===== config.mk =====
export PLATFORM = sky130hd
export DESIGN_NAME = adc_scan_sequencer
export DESIGN_NICKNAME = d
export VERILOG_FILES = /design/src/rtl/adc_scan_sequencer.sv
export SDC_FILE = /design/constraint.sdc
export NUM_CORES = 1
export LEC_CHECK = 0
export ABC_AREA = 1
export CORE_MARGIN = 2
export CORE_UTILIZATION = 30
export DETAILED_ROUTE_END_ITERATION = 16
export GPL_ROUTABILITY_DRIVEN = 1
export PLACE_DENSITY_LB_ADDON = 0.05
export SETUP_SLACK_MARGIN = 0.1
export SYNTH_ARGS = -nofsm -noshare
export SYNTH_HDL_FRONTEND = slang
export SYNTH_SLANG_ARGS = --single-unit

===== constraint.sdc =====
create_clock -name clk -period 3.4 [get_ports clk]
set_input_delay 1.02 -clock clk [delete_from_list [all_inputs] [get_ports clk]]
set_output_delay 1.02 -clock clk [all_outputs]
set_load 0.005 [all_outputs]

===== src/rtl/adc_scan_sequencer.sv =====
`default_nettype none
// ============================================================================
// Module   : adc_scan_sequencer
// Brief    : Round-robin scan controller for a shared 8-bit ADC. Converts each
//            sample to three BCD digits, tagged with the channel number.
// Revision : 1.0  initial release
// ============================================================================
module adc_scan_sequencer #(
  parameter  int NCH     = 4,
  parameter  int START_W = 10,
  parameter  int TIMEOUT = 100,
  parameter  int PERIOD  = 50000,
  localparam int CH_W    = $clog2(NCH)
) (
  input  logic            clk,
  input  logic            rst,
  input  logic            en,
  input  logic            eoc,
  input  logic [7:0]      D,
  output logic            start,
  output logic [CH_W-1:0] ch_sel,
  output logic            busy,
  output logic [3:0]      bcd_tr,
  output logic [3:0]      bcd_ch,
  output logic [3:0]      bcd_dv,
  output logic [CH_W-1:0] res_ch,
  output logic            res_valid,
  output logic            timeout_err
);

  localparam int c_CNT_MAX = (START_W > TIMEOUT) ? ((START_W > 8) ? START_W : 8)
                                                 : ((TIMEOUT > 8) ? TIMEOUT : 8);
  localparam int c_CNT_W   = $clog2(c_CNT_MAX);
  localparam int c_PER_W   = $clog2(PERIOD);

  localparam logic [c_CNT_W-1:0] c_START_LAST = c_CNT_W'(START_W - 1);
  localparam logic [c_CNT_W-1:0] c_TO_LAST    = c_CNT_W'(TIMEOUT - 1);
  localparam logic [c_CNT_W-1:0] c_CONV_LAST  = c_CNT_W'(7);
  localparam logic [c_PER_W-1:0] c_PER_LAST   = c_PER_W'(PERIOD - 1);
  localparam logic [CH_W-1:0]    c_CH_LAST    = CH_W'(NCH - 1);

  typedef enum logic [2:0] {
    S_IDLE     = 3'd0,
    S_START    = 3'd1,
    S_WAIT_EOC = 3'd2,
    S_CAPTURE  = 3'd3,
    S_CONVERT  = 3'd4,
    S_DONE     = 3'd5,
    S_GAP      = 3'd6
  } state_t;

  state_t               r_state;
  state_t               w_next_state;
  logic                 w_eoc_hit;
  logic                 w_timeout;
  logic [c_CNT_W-1:0]   r_cnt;
  logic [c_PER_W-1:0]   r_per_cnt;
  logic [7:0]           r_d_lat;
  logic [11:0]          r_bcd;
  logic [11:0]          w_bcd_adj;
  logic [19:0]          w_dd_next;

  logic                 r_start;
  logic                 r_busy;
  logic [CH_W-1:0]      r_ch_sel;
  logic [3:0]           r_bcd_tr;
  logic [3:0]           r_bcd_ch;
  logic [3:0]           r_bcd_dv;
  logic [CH_W-1:0]      r_res_ch;
  logic                 r_res_valid;
  logic                 r_timeout_err;

  // ---------------------------------------------------------------------------
  // Next-state logic
  // ---------------------------------------------------------------------------
  always_comb begin
    w_next_state = r_state;
    w_eoc_hit    = 1'b0;
    w_timeout    = 1'b0;
    case (r_state)
      S_IDLE: begin
        if (en) w_next_state = S_START;
      end
      S_START: begin
        if (r_cnt == c_START_LAST) w_next_state = S_WAIT_EOC;
      end
      S_WAIT_EOC: begin
        // eoc on the final wait cycle still wins over the timeout
        if (eoc) begin
          w_next_state = S_CAPTURE;
          w_eoc_hit    = 1'b1;
        end else if (r_cnt == c_TO_LAST) begin
          w_next_state = S_GAP;
          w_timeout    = 1'b1;
        end
      end
      S_CAPTURE: w_next_state = S_CONVERT;
      S_CONVERT: begin
        if (r_cnt == c_CONV_LAST) w_next_state = S_DONE;
      end
      S_DONE:    w_next_state = S_GAP;
      S_GAP: begin
        if (r_per_cnt == c_PER_LAST) w_next_state = en ? S_START : S_IDLE;
      end
      default:   w_next_state = S_IDLE;
    endcase
  end

  always_ff @(posedge clk or posedge rst) begin
    if (rst) begin
      r_state <= S_IDLE;
    end else begin
      r_state <= w_next_state;
    end
  end

  // ---------------------------------------------------------------------------
  // Counters: r_cnt restarts on every state change, r_per_cnt on START entry
  // ---------------------------------------------------------------------------
  always_ff @(posedge clk or posedge rst) begin
    if (rst) begin
      r_cnt     <= '0;
      r_per_cnt <= '0;
    end else begin
      if (w_next_state != r_state) begin
        r_cnt <= '0;
      end else if (r_state == S_START || r_state == S_WAIT_EOC || r_state == S_CONVERT) begin
        r_cnt <= r_cnt + c_CNT_W'(1);
      end

      if (w_next_state == S_START && r_state != S_START) begin
        r_per_cnt <= '0;
      end else if (r_state != S_IDLE && r_per_cnt != c_PER_LAST) begin
        r_per_cnt <= r_per_cnt + c_PER_W'(1);
      end
    end
  end

  // ---------------------------------------------------------------------------
  // Double-dabble datapath: add-3 correction then a 20-bit left shift
  // ---------------------------------------------------------------------------
  for (genvar gi = 0; gi < 3; gi++) begin : g_add3
    assign w_bcd_adj[gi*4 +: 4] = (r_bcd[gi*4 +: 4] >= 4'd5) ? (r_bcd[gi*4 +: 4] + 4'd3)
                                                              : r_bcd[gi*4 +: 4];
  end

  assign w_dd_next = {w_bcd_adj, r_d_lat} << 1;

  // D is latched on the edge eoc is accepted, while it is guaranteed valid
  always_ff @(posedge clk or posedge rst) begin
    if (rst) begin
      r_d_lat <= '0;
      r_bcd   <= '0;
    end else begin
      if (w_eoc_hit) begin
        r_d_lat <= D;
      end else if (r_state == S_CONVERT) begin
        r_d_lat <= w_dd_next[7:0];
      end

      if (r_state == S_CAPTURE) begin
        r_bcd <= '0;
      end else if (r_state == S_CONVERT) begin
        r_bcd <= w_dd_next[19:8];
      end
    end
  end

  // ---------------------------------------------------------------------------
  // Registered outputs
  // ---------------------------------------------------------------------------
  always_ff @(posedge clk or posedge rst) begin
    if (rst) begin
      r_start       <= 1'b0;
      r_busy        <= 1'b0;
      r_ch_sel      <= '0;
      r_bcd_tr      <= '0;
      r_bcd_ch      <= '0;
      r_bcd_dv      <= '0;
      r_res_ch      <= '0;
      r_res_valid   <= 1'b0;
      r_timeout_err <= 1'b0;
    end else begin
      r_start       <= (w_next_state == S_START);
      r_busy        <= (w_next_state != S_IDLE);
      r_timeout_err <= w_timeout;
      r_res_valid   <= (r_state == S_CONVERT) && (w_next_state == S_DONE);

      // Final shift result lands on the outputs as the FSM enters DONE
      if (r_state == S_CONVERT && w_next_state == S_DONE) begin
        r_bcd_tr <= w_dd_next[19:16];
        r_bcd_ch <= w_dd_next[15:12];
        r_bcd_dv <= w_dd_next[11:8];
        r_res_ch <= r_ch_sel;
      end

      if (r_state == S_DONE || w_timeout) begin
        r_ch_sel <= (r_ch_sel == c_CH_LAST) ? '0 : (r_ch_sel + CH_W'(1));
      end
    end
  end

  assign start       = r_start;
  assign busy        = r_busy;
  assign ch_sel      = r_ch_sel;
  assign bcd_tr      = r_bcd_tr;
  assign bcd_ch      = r_bcd_ch;
  assign bcd_dv      = r_bcd_dv;
  assign res_ch      = r_res_ch;
  assign res_valid   = r_res_valid;
  assign timeout_err = r_timeout_err;

endmodule
`default_nettype wire

==> impl_metrics.toml <==
[drt]
dr.pass1.iters = 5
drt_wl_total_um = 7670
vias_per_cell = 4.595
drt_iter0_drc = 138
drc = 0
vias = 2812
wl_per_cell_um = 12.53
ant_nets = 0

[sta]
grt_setup_unrepaired = "no"
fin_skew_ns = 0.004028
worstMarginPinSlew_ns = 0.5448
slew_headroom = 0.6359
timing_max_transition_violations_final = 0
period_needed_ns = 2.282
finalHoldViolations = 0
setup_tns_ns = 0
fmax_mhz = 438.1
fin_crit_sh = 0.6713
setup_viol = 0

[final_layout]
n_antenna_cell = 0
final_core_util = 0.3710
fillers = 1159
final_cell_mix = "nand2_1 (77), dfrtp_1 (66), nor2_1 (59), inv_1 (58), o21ai_0 (39)"
fin_nets = 487
syn_to_final_growth_pct = 20.95
final_layout_size_suffix_gt1_frac = 0.07463
layout_commonest_cell = "nand2_1"

[clocking]
cts.path.max_buffers = 2
cts_max_level = 3
clock-sinks = 66
clkSlewWorstSetupHoldPaths_ns = 0.05
postCtsSetupRepairBufs = 0
cts_tree = "built"
root_buffer = "clkbuf_16"
cts_resized = 0
numCtsBuffers = 9
holdBufCountCts = 0
clock_latency_ns = 0.32

[yosys]
synthSimpleGateAreaFrac = 0.2497
ys_seq_area_frac = 0.4736
synth_cell_types = 31
synthMuxAreaShare = 0.002870
async_flop_share = 1.000
syn_inst = 433
synth_warnings = 0
synth_top_family_by_area = "simple AND/OR/NAND/NOR gates"
synth_area_um2 = 3487
synth_edf_count = 0
synth_xor_area_frac = 0.05023
synth-seq-cells = 66
synth_compound_area_frac = 0.09903
synth-adder-area-share = 0.03588
avgSynthCellArea_um2 = 8.053
synth_flop_cell = "dfrtp_1"
syn_nets = 455

[floorplan]
start_util = 0.3067
num_rows = 39
die_x_um = 111.8
core_area_um2 = 11370
die_h_um = 111.8
die-area_um2 = 12500
pin_count = 32

[place]
dp_hpwl_um = 5311
port_buffers = 31
place.gp.congestion = 0.8106

[setup_path]
required_ns = 2.38
critPathSlowestCell = "clkdlybuf4s50_1"
endpoint_kind = "output port"
crit_cells = 1
cp_top_family = "buffers and inverters"
reg2regPathDepth = 9
path_cells = "clkdlybuf4s50_1"
crit_path_max_fanout = 4
criticalPathCategory = "flip-flop to output port"
critPathArrivalTime_ns = 1.26
slowest_delay_ns = 0.53
path_buf_inv = 1
start_kind = "flip-flop"

[min_path]
min_path_type = "flip-flop to flip-flop"
hold_path_depth = 2

[grt]
grt_pass1_wl_um = 13210
grt_max_degree = 67
grt_pass1_vias = 2732
overflow = 0
antenna_found_initial = 0
grtUsageTotal = 0.1317

[power_and_ir_drop]
p_leak_nw = 1.931
peakVddDrop_mv = 0.1700
p_per_area_nw_per_um2 = 409.7

[outcome]
status = "completed"

[run]
cap_violations = 0
report_power, final:
part | internal [W] | switching [W] | leakage (nW)
sequential | 0.000790 | 0.000000847 | 0.820
clock | 0.000581 | 0.000319 | 0.142
combinational | 0.0000153 | 0.0000216 | 0.968
total | 0.00139 | 0.000342 | 1.93
registers in the layout, summed over array words and instances, names as in the netlist, 3 cells and up:
signal	count
bcd_ch	4
bcd_dv	4
bcd_tr	4
r_bcd	12
r_cnt	7
r_d_lat	8
r_per_cnt	16
r_state	3
metrics by stage:
stage | power, W | hold WS (ns) | setup WS, ns | instance area (um2) | instances
after CTS | 0.001762 | 0.4919 | 1.100 | 4218 | 612
after detailed placement | 0.0008433 | 0.4783 | 0.8210 | 3931 | 597
after global placement | 0.0008437 | 0.4685 | 0.8288 | 3931 | 597
after floorplan | 0.0008193 | 0.4724 | 0.7252 | 3487 | 433
after global routing | 0.001809 | 0.5112 | 0.9638 | 4218 | 612
final | 0.001728 | 0.4822 | 1.118 | 4218 | 612
cell usage after synthesis (2+ instances only):
library cell,number,area [um2]
o21ai_1,2,10.01
nand2_2,4,25.02
nand2_1,77,289.0
inv_2,4,15.01
nor3_2,2,20.02
nand4_1,8,50.05
nand3_2,2,20.02
xnor2_1,2,17.52
a21oi_1,5,25.02
buf_6,2,22.52
inv_1,59,221.5
o21ai_0,39,195.2
clkbuf_1,2,7.510
dfrtp_1,66,1652
ha_1,10,125.1
xor2_1,18,157.7
o221ai_1,2,17.52
nor2_1,59,221.5
nor3_1,8,40.04
buf_2,7,35.03
o22ai_1,11,68.82
nor2_2,4,25.02
nand3_1,32,160.2
worst paths after layout:
| check | startpoint | to | slack (ns) |
|---|---|---|---|
| setup / recovery | ch_sel[0]$_DFFE_PP0P_ | ch_sel[0] | 1.12 |
| hold / removal | res_ch[1]$_DFFE_PP0P_ | res_ch[1]$_DFFE_PP0P_ | 0.48 |
| setup reg to reg | r_state[0]$_DFF_PP0_ | r_cnt[3]$_DFFE_PP0P_ | 1.22 |
| hold reg to reg | res_ch[1]$_DFFE_PP0P_ | res_ch[1]$_DFFE_PP0P_ | 0.48 |
| max in group asynchronous | rst | r_per_cnt[9]$_DFFE_PP0P_ | 2.01 |
| min in group asynchronous | rst | bcd_dv[1]$_DFFE_PP0P_ | 1.09 |
per-layer routing:
layer | track usage | routed length (um) | vias up | part of all wire
met4 | 0.04527 | 137 | 0 | 0.018
met3 | 0.03756 | 331 | 12 | 0.043
li1 | - | - | 1456 | -
met5 | 0 | 0 | - | 0
met1 | 0.1869 | 3959 | 1290 | 0.52
met2 | 0.1927 | 3241 | 54 | 0.42
kinds of logic (layout without fill, tap and decap cells):
group / Yosys count / in the layout
compound gates: 62 / 62
xor+xnor: 20 / 20
fa+ha+maj: 10 / 10
buf+inv: 75 / 111
flops: 66 / 66
mux: 1 / 1
simple gates: 199 / 199
final cells by class:
cell class                      count  area, um2  area share
Sequential cell                    66       1652      0.3916
Timing Repair Buffer               33      337.8     0.08009
Clock buffer                       12      246.5     0.05844
Tap cell                          143      178.9     0.04242
Multi-Input combinational cell    292       1526      0.3619
Clock inverter                      3      40.04    0.009493
Inverter                           63      236.5     0.05607
No activity file was read; power rests on OpenSTA's default activity.
==> variant 1: new RTL, same settings <==
Make the reset (`rst`) synchronous in 4 clocked blocks.
--- a/src/rtl/adc_scan_sequencer.sv
+++ b/src/rtl/adc_scan_sequencer.sv
@@ -106,7 +106,7 @@
     endcase
   end
 
-  always_ff @(posedge clk or posedge rst) begin
+  always_ff @(posedge clk) begin
     if (rst) begin
       r_state <= S_IDLE;
     end else begin
@@ -117,7 +117,7 @@
   // ---------------------------------------------------------------------------
   // Counters: r_cnt restarts on every state change, r_per_cnt on START entry
   // ---------------------------------------------------------------------------
-  always_ff @(posedge clk or posedge rst) begin
+  always_ff @(posedge clk) begin
     if (rst) begin
       r_cnt     <= '0;
       r_per_cnt <= '0;
@@ -147,7 +147,7 @@
   assign w_dd_next = {w_bcd_adj, r_d_lat} << 1;
 
   // D is latched on the edge eoc is accepted, while it is guaranteed valid
-  always_ff @(posedge clk or posedge rst) begin
+  always_ff @(posedge clk) begin
     if (rst) begin
       r_d_lat <= '0;
       r_bcd   <= '0;
@@ -169,7 +169,7 @@
   // ---------------------------------------------------------------------------
   // Registered outputs
   // ---------------------------------------------------------------------------
-  always_ff @(posedge clk or posedge rst) begin
+  always_ff @(posedge clk) begin
     if (rst) begin
       r_start       <= 1'b0;
       r_busy        <= 1'b0;
Function: differs if rst is asserted again (counterexample within 4 cycles, from zero or initial values and one cycle with rst high); with rst held inactive, the same outputs for 10 cycles.
==> variant 1 against the unedited design <==
Setup slack got worse by 0.041 ns; sequential cell count unchanged; final area decreased by 0.59%; area after synthesis decreased by 1.1%; final cell count increased by 12%; wire length increased by 5.8%; critical path depth unchanged; count of clock-buffer cells in the layout decreased by 1; register-to-register slack improved by 0.11 ns; non-clock buffer count increased by 2.
Power is not compared: it rests on default switching activity, and its combinational part moved more than twofold at a synthesized area within 25%.
==> variant 1: results (changes against the unedited design) <==
Post-DP HPWL=5850 um (+10%); top cells by area, synth=dfxtp_1 (38%), nand2_1 (11%), nor2_1 (8.9%); syn nets=527 (+16%); Hold/Removal Path Class=reg2reg; GP Congestion=0.803 (-0.91%); Int Pwr=~1300 uW; HP Start=r_d_lat[0]; Clock Skew=0.00749 ns (+0.00347 ns); status=finished, final reports clean; commonest cells in the synthesized netlist=nand2_1 (97), nor2_1 (82), inv_1 (76); IR drop worst, VDD=around 170 uV; GR Layer Usage met1=19.4% (+0.67 points); number of global-route vias before repair=2,910 (+6.5%); setup bufs post-CTS=0 (unchanged); top cell family by delay on the critical path=buffers and inverters; leakage=0.00169 uW; total of warnings raised by yosys=0 (unchanged); CP peak stage delay=0.54 ns; Via density=4.44 (-3.4%); DR pass1 iterations=4 (-1); Top FF cell, synth=dfxtp_1; GR Layer Usage met2=21.3% (+2.0 points); initial antenna violation count=0 (unchanged); Clock Tree Root=clkbuf_16; post-synthesis cell type count=31 (unchanged); drt total wl=8120 um (+5.8%); Worst Tran Pin Value=0.503 ns (-0.0423 ns); Iter 0 DRT Violations=108 (-22%); critical path arrival=1.30 ns (+0.04 ns); M3 GR Usage=3.17% (-0.58 points); fraction of registers with async set/reset=0% (-100 points); # diodes=0 (unchanged); Largest regs=r_per_cnt x16, r_bcd x12, r_d_lat x8; Setup crit start=ch_sel[0]; worst reg2reg startpoint=r_state[0]; pre-CTS WS=0.759 ns (-0.0616 ns); share of the yosys chip area belonging to registers=38.3% (-9.0 points); first-pass GRT wire length=14,100 um (+6.9%); largest net degree at the start of global routing=20 (-70%); GRT Resource Usage Total=14.0% (+0.78 points); share of layout cells above drive strength 1=6.97% (-0.49 points); Port Buffers=31 (unchanged); Post-layout nets=562 (+15%); Resized cells post-CTS=0 (unchanged); Max FO, Critical Path=5 (+1); slowest cell on the critical path=clkdlybuf4s50_1; CTS Buf Count=9 (unchanged)
variant 1: cell types whose count changed in the layout (fill, tap and decap cells not counted), moves of 7 or more:
cell	change
nor2_1	+23
o22ai_1	-11
inv_1	+18
nor3_1	+9
dfxtp_1	+66
nand2_1	+20
a31oi_1	+7
a21oi_1	+15
dfrtp_1	-66
nand3_1	-7
variant 1: cells by family after synthesis:
group / after synthesis / share of synthesized area [%]
compound gates: 76 / 11.8
xor+xnor: 23 / 5.84
fa+ha+maj: 10 / 3.63
buf+inv: 93 / 10.8
flops: 66 / 38.3
simple gates: 237 / 29.6
variant 1: routing by layer:
| metal | up-vias | wire length, um |
|---|---|---|
| met5 | - | 0 |
| met1 | 1344 | 4250 |
| met4 | 0 | 68 |
| li1 | 1656 | - |
| met2 | 51 | 3500 |
| met3 | 4 | 291 |
variant 1: cell type report:
class / count / area, sq um
sequential: 66 / 1320
timing repair buffer: 35 / 340
tap: 143 / 179
multi-input combinational: 346 / 1750
fill: 1263 / 7130
inverter: 82 / 308
clock buffer: 11 / 253
clock inverter: 5 / 37.5
variant 1: final timing paths:
path	end	cells after the start	slack [ns]
setup / recovery	ch_sel[0]	1	1.08
setup reg to reg	r_d_lat[4]	6	1.33
hold / removal	r_d_lat[0]	2	0.47
hold reg to reg	r_d_lat[0]	2	0.47
variant 1: power by group through the flow:
stage,Clock [uW],Combinational (uW),Sequential (uW)
6_report,886,79.6,786
3_3_place_gp,0,82.1,803
5_1_grt,953,90.2,786
3_5_place_dp,0,81.6,802
2_1_floorplan,0,53.3,799
4_1_cts,920,81.9,785
variant 1: per-stage QoR:
step	instance area, sq um	total power (uW)	util (%)	cells	hold slack (ns)
after floorplan	3450	852	-	505	0.439
after global placement	3900	885	34.5	672	0.454
after detailed placement	3900	884	34.5	672	0.461
after CTS	4190	1790	37.0	688	0.467
after global routing	4190	1830	37.0	688	0.495
final	4190	1750	37.0	688	0.465
==> variant 2: new RTL, same settings <==
Without the edit above. `NCH`: 4 -> 8.
--- a/src/rtl/adc_scan_sequencer.sv
+++ b/src/rtl/adc_scan_sequencer.sv
@@ -6,7 +6,7 @@
 // Revision : 1.0  initial release
 // ============================================================================
 module adc_scan_sequencer #(
-  parameter  int NCH     = 4,
+  parameter  int NCH     = 8,
   parameter  int START_W = 10,
   parameter  int TIMEOUT = 100,
   parameter  int PERIOD  = 50000,
Interface: changed (resized ch_sel and res_ch); port bits go from 32 to 34. The function was not compared with the original's and may differ.
==> variant 2 against the unedited design <==
Die area increased by 2.6%; final area up 3.5%; core utilization increased by 0.81 points; critical endpoint unchanged; largest cell class unchanged; area after synthesis increased by 2.7%; sequential cell count increased by 2; wire length up 1.8%; the flow now finishes with violations (design-rule violations); total power is 2.4% higher; setup slack improved by 0.017 ns; sequential share of layout area shrank 0.18 points; clock skew rose by 0.0016 ns; worst hold slack got worse by 0.0017 ns.
==> variant 2: results (changes against the unedited design) <==
top cells by area, synth=dfrtp_1 (48%), nand2_1 (7.8%), inv_1 (6.0%); IR drop worst, VDD=247 uV (+45%); worst reg2reg startpoint=r_per_cnt[0]; FF-to-FF End=r_per_cnt[12]; Max FO, Critical Path=4 (unchanged); complex-gate fraction of the synthesized area=10.2% (+0.33 points); dpl cells=596 (-0.17%); syn nets=450 (-1.1%); share of the yosys chip area belonging to registers=47.5% (+0.16 points); Resized cells post-CTS=0 (unchanged); number of remaining DRC errors=1 (+1); Synth Area in XOR/XNOR=5.38% (+0.36 points); leakage=0.00207 uW (+7.0%); Clock Skew=0.00559 ns (+0.00156 ns); DR pass1 iterations=10 (+5); share of layout cells above drive strength 1=9.59% (+2.1 points); Port Buffers=33 (+6.5%); GP Congestion=0.802 (-1.1%); pre-CTS WS=0.894 ns (+0.0726 ns); post-synthesis cell type count=35 (+13%); Post-DP HPWL=5500 um (+3.5%); routed vias=2,760 (-1.8%); Post-layout nets=487 (unchanged); synthesized instance count=427 (-1.4%); Iter 0 DRT Violations=97 (-30%); Setup crit start=ch_sel[0]; first-pass GRT wire length=13,600 um (+2.7%); R2R cell count=12 (+3); hold endpoint=bcd_ch[0]; status=complete, but fails checks; HP Start=bcd_ch[0]; mux cell area share after synthesis=0.280% (-0.0075 points); WL per Instance=12.8 um (+1.8%); commonest cells in the synthesized netlist=nand2_1 (74), dfrtp_1 (68), inv_1 (57); failing checks=design-rule violations; worst skew pair latency=0.34 ns (+0.02 ns); largest net degree at the start of global routing=50 (-25%); Tcrit/Tclk final=66.6% (-0.50 points); slew margin rel.=67.5% (+4.0 points); worst reg-to-reg setup slack=1.28 ns (+0.06 ns); Post-synth EDFFs=0 (unchanged)
[variant 2: power by group]
group | switching [uW] | internal (uW)
Sequential | 0 | 810
Combinational | 18.5 | 13.9
Clock | 332 | 594
[variant 2: metrics by stage]
| stage | hold WS, ns | instance area (sq um) |
|---|---|---|
| after floorplan | 0.472 | 3580 |
| after global placement | 0.466 | 4060 |
| after detailed placement | 0.473 | 4060 |
| after CTS | 0.487 | 4370 |
| after global routing | 0.507 | 4370 |
| final | 0.480 | 4370 |
[variant 2: area by class of cell]
| type | instances | area, sq um |
|---|---|---|
| Clock buffer | 16 | 302 |
| Fill cell | 1193 | 7150 |
| Inverter | 62 | 233 |
| Multi-Input combinational cell | 289 | 1600 |
| Sequential cell | 68 | 1700 |
| Tap cell | 143 | 179 |
| Timing Repair Buffer | 34 | 350 |
[variant 2: per-layer routing]
layer	share of wire [%]	track usage [%]	wire (um)
met1	49	17.7	3840
met2	45	20.6	3540
met3	3.9	4.34	307
met4	1.6	5.61	127
met5	0	0	0
